`config.mk`:
```
export PLATFORM = sky130hd
export DESIGN_NAME = cu_mbank_seq
export DESIGN_NICKNAME = d
export VERILOG_FILES = /design/src/rtl/cu_mbank_seq.sv
export SDC_FILE = /design/constraint.sdc
export NUM_CORES = 1
export LEC_CHECK = 0
export ABC_CLOCK_PERIOD_IN_PS = 5700
export CAP_MARGIN = 20
export CELL_PAD_IN_SITES_DETAIL_PLACEMENT = 2
export CELL_PAD_IN_SITES_GLOBAL_PLACEMENT = 2
export CORE_ASPECT_RATIO = 1.2
export CORE_MARGIN = 2
export CORE_UTILIZATION = 23
export CTS_BUF_LIST = sky130_fd_sc_hd__clkbuf_2 sky130_fd_sc_hd__clkbuf_4 sky130_fd_sc_hd__clkbuf_8
export CTS_CLUSTER_SIZE = 16
export DETAILED_ROUTE_END_ITERATION = 16
export PLACE_DENSITY = 0.88
export SLEW_MARGIN = 20
export SYNTH_ARGS = -nofsm -noshare
export SYNTH_HDL_FRONTEND = slang
export SYNTH_SLANG_ARGS = --single-unit
```
`constraint.sdc`:
```
create_clock -name CLK -period 5.7 [get_ports CLK]
set_input_delay 1.14 -clock CLK [delete_from_list [all_inputs] [get_ports CLK]]
set_output_delay 1.14 -clock CLK [all_outputs]
set_load 0.1 [all_outputs]
```
`src/rtl/cu_mbank_seq.sv`:
```
// Multi-cycle sequencer for a banked SRAM macro: latches one request, walks it
// through precharge / wordline / sense phases and captures read data per bank.
module cu_mbank_seq #(
    parameter int BANKS           = 4,
    parameter int BANKS_BIT_COUNT = 2,
    parameter int ROWS_BIT_COUNT  = 7,
    parameter int CMUX            = 4,
    parameter int COLS_BIT_COUNT  = 2,
    parameter int WORD_SIZE       = 32,
    parameter int PRCH_CYC        = 1,
    parameter int WL_CYC          = 2,
    parameter int SAE_CYC         = 1,
    localparam int AW = BANKS_BIT_COUNT + ROWS_BIT_COUNT + COLS_BIT_COUNT
) (
    input  logic                       CLK,
    input  logic                       RST,
    input  logic                       CE,
    input  logic                       WE,
    input  logic [AW-1:0]              ADDR,
    input  logic [BANKS*WORD_SIZE-1:0] DIN_BANK,
    output logic                       READY,
    output logic [BANKS-1:0]           CK,
    output logic [BANKS-1:0]           PRCH,
    output logic [BANKS-1:0]           WLE,
    output logic [BANKS-1:0]           WEN,
    output logic [BANKS-1:0]           SAE,
    output logic [ROWS_BIT_COUNT-1:0]  ROW_ADDR,
    output logic [CMUX-1:0]            CSEL,
    output logic [WORD_SIZE-1:0]       DOUT,
    output logic                       DOUT_VALID
);

    typedef enum logic [1:0] {IDLE, PRE, WL, SA} state_t;

    state_t                       r_state;
    logic [3:0]                   r_cnt;
    logic [BANKS_BIT_COUNT-1:0]   r_bank;
    logic [ROWS_BIT_COUNT-1:0]    r_row;
    logic [COLS_BIT_COUNT-1:0]    r_col;
    logic                         r_we;
    logic [WORD_SIZE-1:0]         r_dout;
    logic                         r_dout_valid;

    logic [BANKS-1:0]             w_sel;
    logic [CMUX-1:0]              w_col_oh;
    logic [WORD_SIZE-1:0]         w_rd_data;
    logic                         w_phase_done;

    // An out-of-range bank matches no decoder output, so it leaves sel all zero.
    for (genvar gi = 0; gi < BANKS; gi++) begin : g_bank_dec
        assign w_sel[gi] = (r_bank == BANKS_BIT_COUNT'(gi));
    end

    for (genvar gi = 0; gi < CMUX; gi++) begin : g_col_dec
        assign w_col_oh[gi] = (r_col == COLS_BIT_COUNT'(gi));
    end

    always_comb begin
        w_rd_data = '0;
        for (int b = 0; b < BANKS; b++) begin
            if (w_sel[b]) begin
                w_rd_data = DIN_BANK[b*WORD_SIZE +: WORD_SIZE];
            end
        end
    end

    assign w_phase_done = (r_cnt == 4'd0);

    always_ff @(posedge CLK or posedge RST) begin
        if (RST) begin
            r_state      <= IDLE;
            r_cnt        <= '0;
            r_bank       <= '0;
            r_row        <= '0;
            r_col        <= '0;
            r_we         <= 1'b0;
            r_dout       <= '0;
            r_dout_valid <= 1'b0;
        end else begin
            r_dout_valid <= 1'b0;
            case (r_state)
                IDLE: begin
                    if (CE) begin
                        r_bank  <= ADDR[AW-1 -: BANKS_BIT_COUNT];
                        r_row   <= ADDR[COLS_BIT_COUNT +: ROWS_BIT_COUNT];
                        r_col   <= ADDR[COLS_BIT_COUNT-1:0];
                        r_we    <= WE;
                        r_cnt   <= 4'(PRCH_CYC - 1);
                        r_state <= PRE;
                    end
                end
                PRE: begin
                    if (w_phase_done) begin
                        r_cnt   <= 4'(WL_CYC - 1);
                        r_state <= WL;
                    end else begin
                        r_cnt <= r_cnt - 4'd1;
                    end
                end
                WL: begin
                    if (w_phase_done) begin
                        r_cnt   <= 4'(SAE_CYC - 1);
                        r_state <= r_we ? IDLE : SA;
                    end else begin
                        r_cnt <= r_cnt - 4'd1;
                    end
                end
                SA: begin
                    if (w_phase_done) begin
                        r_dout       <= w_rd_data;
                        r_dout_valid <= 1'b1;
                        r_state      <= IDLE;
                    end else begin
                        r_cnt <= r_cnt - 4'd1;
                    end
                end
                default: r_state <= IDLE;
            endcase
        end
    end

    // Strobes depend only on registered state, so async reset clears them at once.
    always_comb begin
        READY = (r_state == IDLE);
        CK    = '0;
        PRCH  = '1;
        WLE   = '0;
        WEN   = '0;
        SAE   = '0;
        CSEL  = '0;
        case (r_state)
            PRE: begin
                CK   = w_sel;
                CSEL = w_col_oh;
            end
            WL: begin
                CK   = w_sel;
                PRCH = ~w_sel;
                WLE  = w_sel;
                WEN  = r_we ? w_sel : '0;
                CSEL = w_col_oh;
            end
            SA: begin
                CK   = w_sel;
                PRCH = ~w_sel;
                SAE  = w_sel;
                CSEL = w_col_oh;
            end
            default: ;
        endcase
    end

    assign ROW_ADDR   = r_row;
    assign DOUT       = r_dout;
    assign DOUT_VALID = r_dout_valid;

endmodule

```
-- After elaboration in Yosys (flattened, before gate mapping)
Index checks and enable logic that the tools add are counted.
- $add $sub $neg: 1
- equality and inequality tests: 14
- muxes and demuxes: 24
- bitwise gates (word level): 1
- reductions and logical operators: 10
- operators by type and width (cell ; number):
    2-to-1 mux 32 bit ; 4
    2-to-1 mux 4 bit ; 11
    one-hot mux 4 bit (4 select lines) ; 1
    == test 2 bit, second input constant ; 6
    2-to-1 mux 2 bit ; 5
    inequality test 2 bit, second input constant ; 5
    one-hot mux 2 bit (4 select lines) ; 1
    == test 2 x 1 -> 1 bit, second input constant ; 3
    logical NOT 2 bit ; 3
    AND reduction 2 bit ; 3
    logical NOT 4 bit ; 1
    NOT 4 bit ; 1
    AND reduction 4 bit ; 1
    subtractor 4 x 1 -> 4 bit, second input constant ; 1
    OR reduction 3 bit ; 1
    2-to-1 mux 1 bit ; 2
    OR reduction 2 bit ; 1
- register bits after elaboration: 51
- input bits: 143
- output and inout bits: 65
- logic and storage cells: 58

-- Logic depth before layout (Yosys ltp)
Gate-level depths: netlist of the first run.
- word-level depth: 5
- depth in mapped cells: 6
- mapped depth without buffers: 5

-- Least setup slack after synthesis of the first run
No wires, ideal clock.
- kind: register to output
- start: reg r_bank[0]
- end: out SAE[3]
- arrival time: 3.237 ns
- data required time: 4.560 ns
- setup slack: 1.323 ns
- cell stages (with the launch flop): 5
- buffers on the path: 2
- path through: dfrtp_1 > clkbuf_1 > clkbuf_1 > nand3_1 > nor2_1
- word-level cells in the longest chain between the ends: 2
- ends and longest elaborated chain (element ; RTL line ; RTL):
    from (decl) ; 37 ; logic [BANKS_BIT_COUNT-1:0] r_bank;
    from (signal assigned) ; 84 ; r_bank <= ADDR[AW-1 -: BANKS_BIT_COUNT];
    == test 2 bit ; 51 ; assign w_sel[gi] = (r_bank == BANKS_BIT_COUNT'(gi));
    2-to-1 mux 4 bit ; 131 ; case (r_state)
    to (decl) ; 26 ; output logic [BANKS-1:0] SAE,
No other way between the ends.

-- Worst setup path after layout of the first run
- start: reg r_bank[1]
- end: out WEN[3]
- word-level cells in the longest chain between the ends: 3
- ends and longest elaborated chain (element ; RTL line ; RTL):
    == test 2 bit ; 51 ;
    2-to-1 mux 4 bit ; 140 ; WEN = r_we ? w_sel : '0;
    2-to-1 mux 4 bit ; 131 ;
    to (decl) ; 25 ; output logic [BANKS-1:0] WEN,
No other way between the ends.

==> results.json, run 1 <==
{
  "cts_made_buffers": 5,
  "cts_tree": "built",
  "rsz0062_at_grt": "false",
  "dr.pass1.iters": 4,
  "grt_pass1_vias": 3164,
  "path_cells": "nand3_1, nor2_1, clkdlybuf4s50_1",
  "r2r_start": "r_cnt[0]$_DFFE_PP0P_",
  "synth_xor_area_frac": 0,
  "synth_top_family_by_area": "multiplexers",
  "seqCellArea_um2": 1280,
  "viasPerCell": 4.62,
  "io_buffers": 207,
  "drcViolationCount": 0,
  "synth_area_leaders": "dfrtp_1 43%, mux4_2 24%, mux2_2 16%, nor2_1 1.8%, nor3b_1 1.5%",
  "start_kind": "flop",
  "avgSynthCellArea_um2": 14.5,
  "max_cap_viol_count": 0,
  "yosysMostFrequentCell": "dfrtp_1",
  "ys_seq_elements": 51,
  "netlist.area_leader.share": 0.433,
  "final_max_slew_viol_count": 0,
  "slowest_delay_ns": 1.16,
  "synth_adder_area_share": 0.00849,
  "synthCells": 203,
  "setup_viol": 0,
  "postCtsSetupRepairBufs": 0,
  "gp_congestion": 0.787,
  "tightest_slew_ns": 1.02,
  "fillers": 1316,
  "fin_tns_setup_ns": 0,
  "synth-main-ff-cell": "dfrtp_1",
  "min_path_cells": 1,
  "status": "finished clean",
  "yosysWarnings": 0,
  "multi_input_area_um2": 1560,
  "synth_compound_area_frac": 0.0310,
  "drtIter0Drc": 40,
  "dieHeight_um": 128,
  "min_period_ns": 4.20,
  "yosys-top-cells-count": "51 x dfrtp_1, 43 x mux2_2, 32 x mux4_2",
  "grt_usage": 0.164,
  "ys_seq_area_frac": 0.433,
  "clk_latency_ns": 0.31,
  "fmax_mhz": 238,
  "worst_r2r_endpoint": "DOUT[13]$_DFFE_PP0P_",
  "grt_remaining_overflow": 0,
  "muxShareOfSynthArea": 0.413,
  "final_nets": 550,
  "relSlewSlack": 0.320,
  "yosysUniqueCellTypes": 33,
  "hold_path_class": "flop to flop",
  "routed-via-count": 2636,
  "h-tree-depth": 2,
  "start_util": 0.234,
  "detailed_place_hpwl_mm": 8.77,
  "reg2regPathDepth": 6,
  "reg2reg_slack_ns": 3.45,
  "min_to": "DOUT[12]$_DFFE_PP0P_",
  "drive_above_1_share": 0.232,
  "path_max_fanout": 41,
  "synth_nets": 348,
  "yosys.area_share.simple": 0.0768,
  "wl_per_cell_um": 19.7,
  "skew_ns": 0.0109,
  "path_clk_slew_ns": 0.10,
  "routed_wl_mm": 11.2,
  "grt_antenna_before_repair": 0,
  "grt_max_degree": 52,
  "arrival_ns": 3.06,
  "cts.sinks": 51,
  "die_x_um": 107,
  "root_buffer": "clkbuf_8",
  "grt_pass1_wl_mm": 17.4,
  "crit_type": "flop to output port",
  "io_pins": 208,
  "netlist_area_um2": 2950,
  "period_share": 0.736,
  "synth_edf_count": 0,
  "ant_nets": 0,
  "hold_ws_ns": 0.512,
  "antenna_cells": 0,
  "place_ws_ns": 1.80,
  "crit_slowest_cell": "clkdlybuf4s50_1",
  "min_from": "DOUT[12]$_DFFE_PP0P_",
  "core_um2": 12600,
  "row_count": 45,
  "holdBufCountCts": 0,
  "clockBufferDepth": 2,
  "finalHoldViolCount": 0,
  "layout_setup_ws_ns": 1.50,
  "fp.dieArea_um2": 13700,
  "end_kind": "output port",
  "worstPathRequired_ns": 4.56,
  "cts-resized-gates": 0,
  "flow.area_growth_from_synthesis_pct": 79.0,
  "synth_top_area_cell": "dfrtp_1",
  "ys_async_sr_fraction": 1.00
}
-- cell type report --
class                   instances  area share
well taps                     164      0.0389
repair buffers                210       0.397
multi-input cells             131       0.295
clock inverters                 2     0.00664
clock buffers                   6      0.0156
flip-flops and latches         51       0.242
inverters                       6     0.00427
-- worst max-delay path, delay by kind of cell (launching register included) --
family / cells / cell delay [ns]
flops: 1 / 1.02
buf+inv: 1 / 1.16
simple gates: 2 / 0.56
-- how the worst max path moves through the flow --
| stage | cells past startpoint | end | start | slack, ns |
|---|---|---|---|---|
| 6_report | 3 | WEN[3] | r_bank[1]$_DFFE_PP0P_ | 1.50 |
| 5_1_grt | 3 | SAE[3] | r_bank[1]$_DFFE_PP0P_ | 1.28 |
| 4_1_cts | 3 | WEN[3] | r_bank[1]$_DFFE_PP0P_ | 1.44 |
| 3_5_place_dp | 3 | WEN[3] | r_bank[1]$_DFFE_PP0P_ | 1.80 |
| 3_3_place_gp | 3 | SAE[3] | r_bank[1]$_DFFE_PP0P_ | 1.95 |
| 2_1_floorplan | 4 | SAE[3] | r_bank[0]$_DFFE_PP0P_ | 1.32 |
-- per-stage QoR --
stage	cells	area, µm²	utilization
after floorplan	203	2950	-
after global placement	562	5160	0.409
after detailed placement	562	5160	0.409
after CTS	570	5280	0.418
after global routing	570	5280	0.418
final	570	5280	0.418
-- metal layers --
layer	track usage	part of all wire	vias up	wire (µm)
met2	0.309	0.54	124	6080
li1	-	-	1185	-
met1	0.178	0.36	1317	4030
met5	0	0	-	0
met4	0.0370	0.014	0	157
met3	0.0493	0.085	10	952
-- logic make-up after synthesis --
| logic type | count (synthesis) |
|---|---|
| muxes | 76 |
| DFF | 51 |
| buffers and inverters | 21 |
| and+or+nand+nor | 40 |
| AOI/OAI and AO/OA | 13 |
| adders and majority gates | 2 |
-- flip-flops by register name, summed over array words and instances (netlist names) --
| name | flops |
|---|---|
| r_bank | 2 |
| r_col | 2 |
| ROW_ADDR | 7 |
| DOUT_VALID | 1 |
| DOUT | 32 |
| r_state | 2 |
| r_cnt | 4 |
| r_we | 1 |
-- placed cells by master (no fill, tap or decap), drive strengths merged, types with 2 or more instances in the layout --
cell type and count:
nor3b 6, or3 2, and3 2, ha 2, a21oi 3, o21ai 3
nand2 3, nand3b 3, mux2 44, mux4 32, clkdlybuf4s50 207, inv 6
nand3 2, clkbuf 6, nor2 14, dfrtp 51, nor3 5, buf 3
Power of run 1 is not shown: default switching activity piles up to over one toggle a cycle in this logic, so the estimate is an artifact.
==> inputs of run 2 (changes only) <==
--- a/config.mk
+++ b/config.mk
@@ -5,17 +5,17 @@
 export SDC_FILE = /design/constraint.sdc
 export NUM_CORES = 1
 export LEC_CHECK = 0
-export ABC_CLOCK_PERIOD_IN_PS = 5700
+export ABC_CLOCK_PERIOD_IN_PS = 4210
 export CAP_MARGIN = 20
 export CELL_PAD_IN_SITES_DETAIL_PLACEMENT = 2
 export CELL_PAD_IN_SITES_GLOBAL_PLACEMENT = 2
 export CORE_ASPECT_RATIO = 1.2
 export CORE_MARGIN = 2
-export CORE_UTILIZATION = 23
+export CORE_UTILIZATION = 21
 export CTS_BUF_LIST = sky130_fd_sc_hd__clkbuf_2 sky130_fd_sc_hd__clkbuf_4 sky130_fd_sc_hd__clkbuf_8
 export CTS_CLUSTER_SIZE = 16
 export DETAILED_ROUTE_END_ITERATION = 16
-export PLACE_DENSITY = 0.88
+export PLACE_DENSITY = 0.81
 export SLEW_MARGIN = 20
 export SYNTH_ARGS = -nofsm -noshare
 export SYNTH_HDL_FRONTEND = slang
==> constraint.sdc (replaced) <==
create_clock -name CLK -period 4.21 [get_ports CLK]
set_input_delay 0.842 -clock CLK [delete_from_list [all_inputs] [get_ports CLK]]
set_output_delay 0.842 -clock CLK [all_outputs]
set_load 0.1 [all_outputs]
==> results.json, run 2 (synthesis gave the netlist of run 1 again) <==
{
  "place_area_um2": 5110,
  "postCtsSetupRepairBufs": 0,
  "ant_nets": 0,
  "crit_type": "flop to output port",
  "hold_path_class": "flop to flop",
  "finalHoldViolCount": 0,
  "io_buffers": 207,
  "grt_max_degree": 42,
  "fin_tns_setup_ns": 0,
  "final_common_cell": "clkdlybuf4s50_1",
  "status": "finished clean",
  "final_cell_mix": "185 x clkdlybuf4s50_1, 49 x dfrtp_1, 43 x mux2_2",
  "min_to": "DOUT[12]$_DFFE_PP0P_",
  "h-tree-depth": 2,
  "flow.area_growth_from_synthesis_pct": 76.8,
  "cts.sinks": 51,
  "routed-via-count": 2621,
  "io_pins": 208,
  "utilization": 0.379,
  "final_max_slew_viol_count": 0,
  "die_x_um": 112,
  "wl_per_cell_um": 19.2,
  "worst_r2r_endpoint": "DOUT[26]$_DFFE_PP0P_",
  "drtIter0Drc": 55,
  "period_share": 0.843,
  "reg2regPathDepth": 6,
  "core_um2": 13800,
  "path_max_fanout": 41,
  "detailed_place_hpwl_mm": 8.95,
  "start_kind": "flop",
  "gp_congestion": 0.773,
  "drcViolationCount": 0,
  "final_nets": 550,
  "path_clk_slew_ns": 0.10,
  "start_util": 0.214,
  "root_buffer": "clkbuf_8",
  "cts_tree": "built",
  "grt_usage": 0.148,
  "arrival_ns": 2.71,
  "holdBufCountCts": 0,
  "r2r_start": "r_cnt[0]$_DFFE_PP0P_",
  "row_count": 47,
  "routed_wl_mm": 11.1,
  "max_cap_viol_count": 0,
  "worstPathRequired_ns": 3.37,
  "grt_pass1_wl_mm": 17.4,
  "min_from": "DOUT[12]$_DFFE_PP0P_",
  "largest_reg_flops": 32,
  "end_kind": "output port",
  "design_area_um2": 5210,
  "tightest_slew_ns": 1.07,
  "grt_remaining_overflow": 0,
  "min_period_ns": 3.55,
  "fmax_mhz": 282,
  "setup_viol": 0,
  "drive_above_1_share": 0.286,
  "clockBufferDepth": 2,
  "fp.dieArea_um2": 15000,
  "rsz0062_at_grt": "false",
  "relSlewSlack": 0.286,
  "dieHeight_um": 134,
  "grt_pass1_vias": 3076,
  "clk_latency_ns": 0.31,
  "cts-resized-gates": 0,
  "reg2reg_slack_ns": 1.98,
  "skew_ns": 0.00840,
  "antenna_cells": 0,
  "viasPerCell": 4.54,
  "grt_antenna_before_repair": 0,
  "min_path_cells": 1,
  "dr.pass1.iters": 4,
  "cts_made_buffers": 5
}
==> run 2: cell count changes in the layout (fill, tap and decap cells not counted), sizes merged <==
cell           change
buf               +22
clkdlybuf4s50     -22
bufinv             -1
clkinvlp           +1
==> run 2: worst max-delay path, cell delays in order (launching register included) <==
cell and delay (ns):
dfrtp_2 0.99, nand3_1 0.33, clkdlybuf4s50_1 1.07
==> run 2: worst max path at each step <==
stage	cells past startpoint	to	slack, ns	start
2_1_floorplan	4	SAE[3]	0.13	r_bank[0]$_DFFE_PP0P_
3_3_place_gp	2	PRCH[3]	1.09	r_bank[1]$_DFFE_PP0P_
3_5_place_dp	2	PRCH[3]	0.98	r_bank[1]$_DFFE_PP0P_
4_1_cts	2	PRCH[3]	0.61	r_bank[1]$_DFFE_PP0P_
5_1_grt	2	PRCH[3]	0.49	r_bank[1]$_DFFE_PP0P_
6_report	2	PRCH[3]	0.66	r_bank[1]$_DFFE_PP0P_
==> run 2: layer usage <==
metal / up-vias / wire length [µm] / GRT usage
li1: 1179 / - / -
met1: 1292 / 4030 / 0.163
met2: 138 / 6060 / 0.278
met3: 12 / 838 / 0.0416
met4: 0 / 170 / 0.0386
met5: - / 0 / 0
==> run 2: area by class of cell <==
class / count / area, µm²
Clock buffer: 6 / 82.6
Clock inverter: 2 / 16.3
Fill cell: 1461 / 8550
Inverter: 6 / 22.5
Multi-Input combinational cell: 131 / 1560
Sequential cell: 51 / 1280
Tap cell: 171 / 214
Timing Repair Buffer: 210 / 2040
==> run 2: per-stage QoR <==
stage	cells	setup WS (ns)	hold WS, ns
after detailed placement	569	0.982	0.478
after CTS	577	0.611	0.500
final	577	0.661	0.494
after global routing	577	0.492	0.531
after floorplan	203	0.131	0.488
after global placement	569	1.09	0.468
Power of run 2 is left out for the same reason.
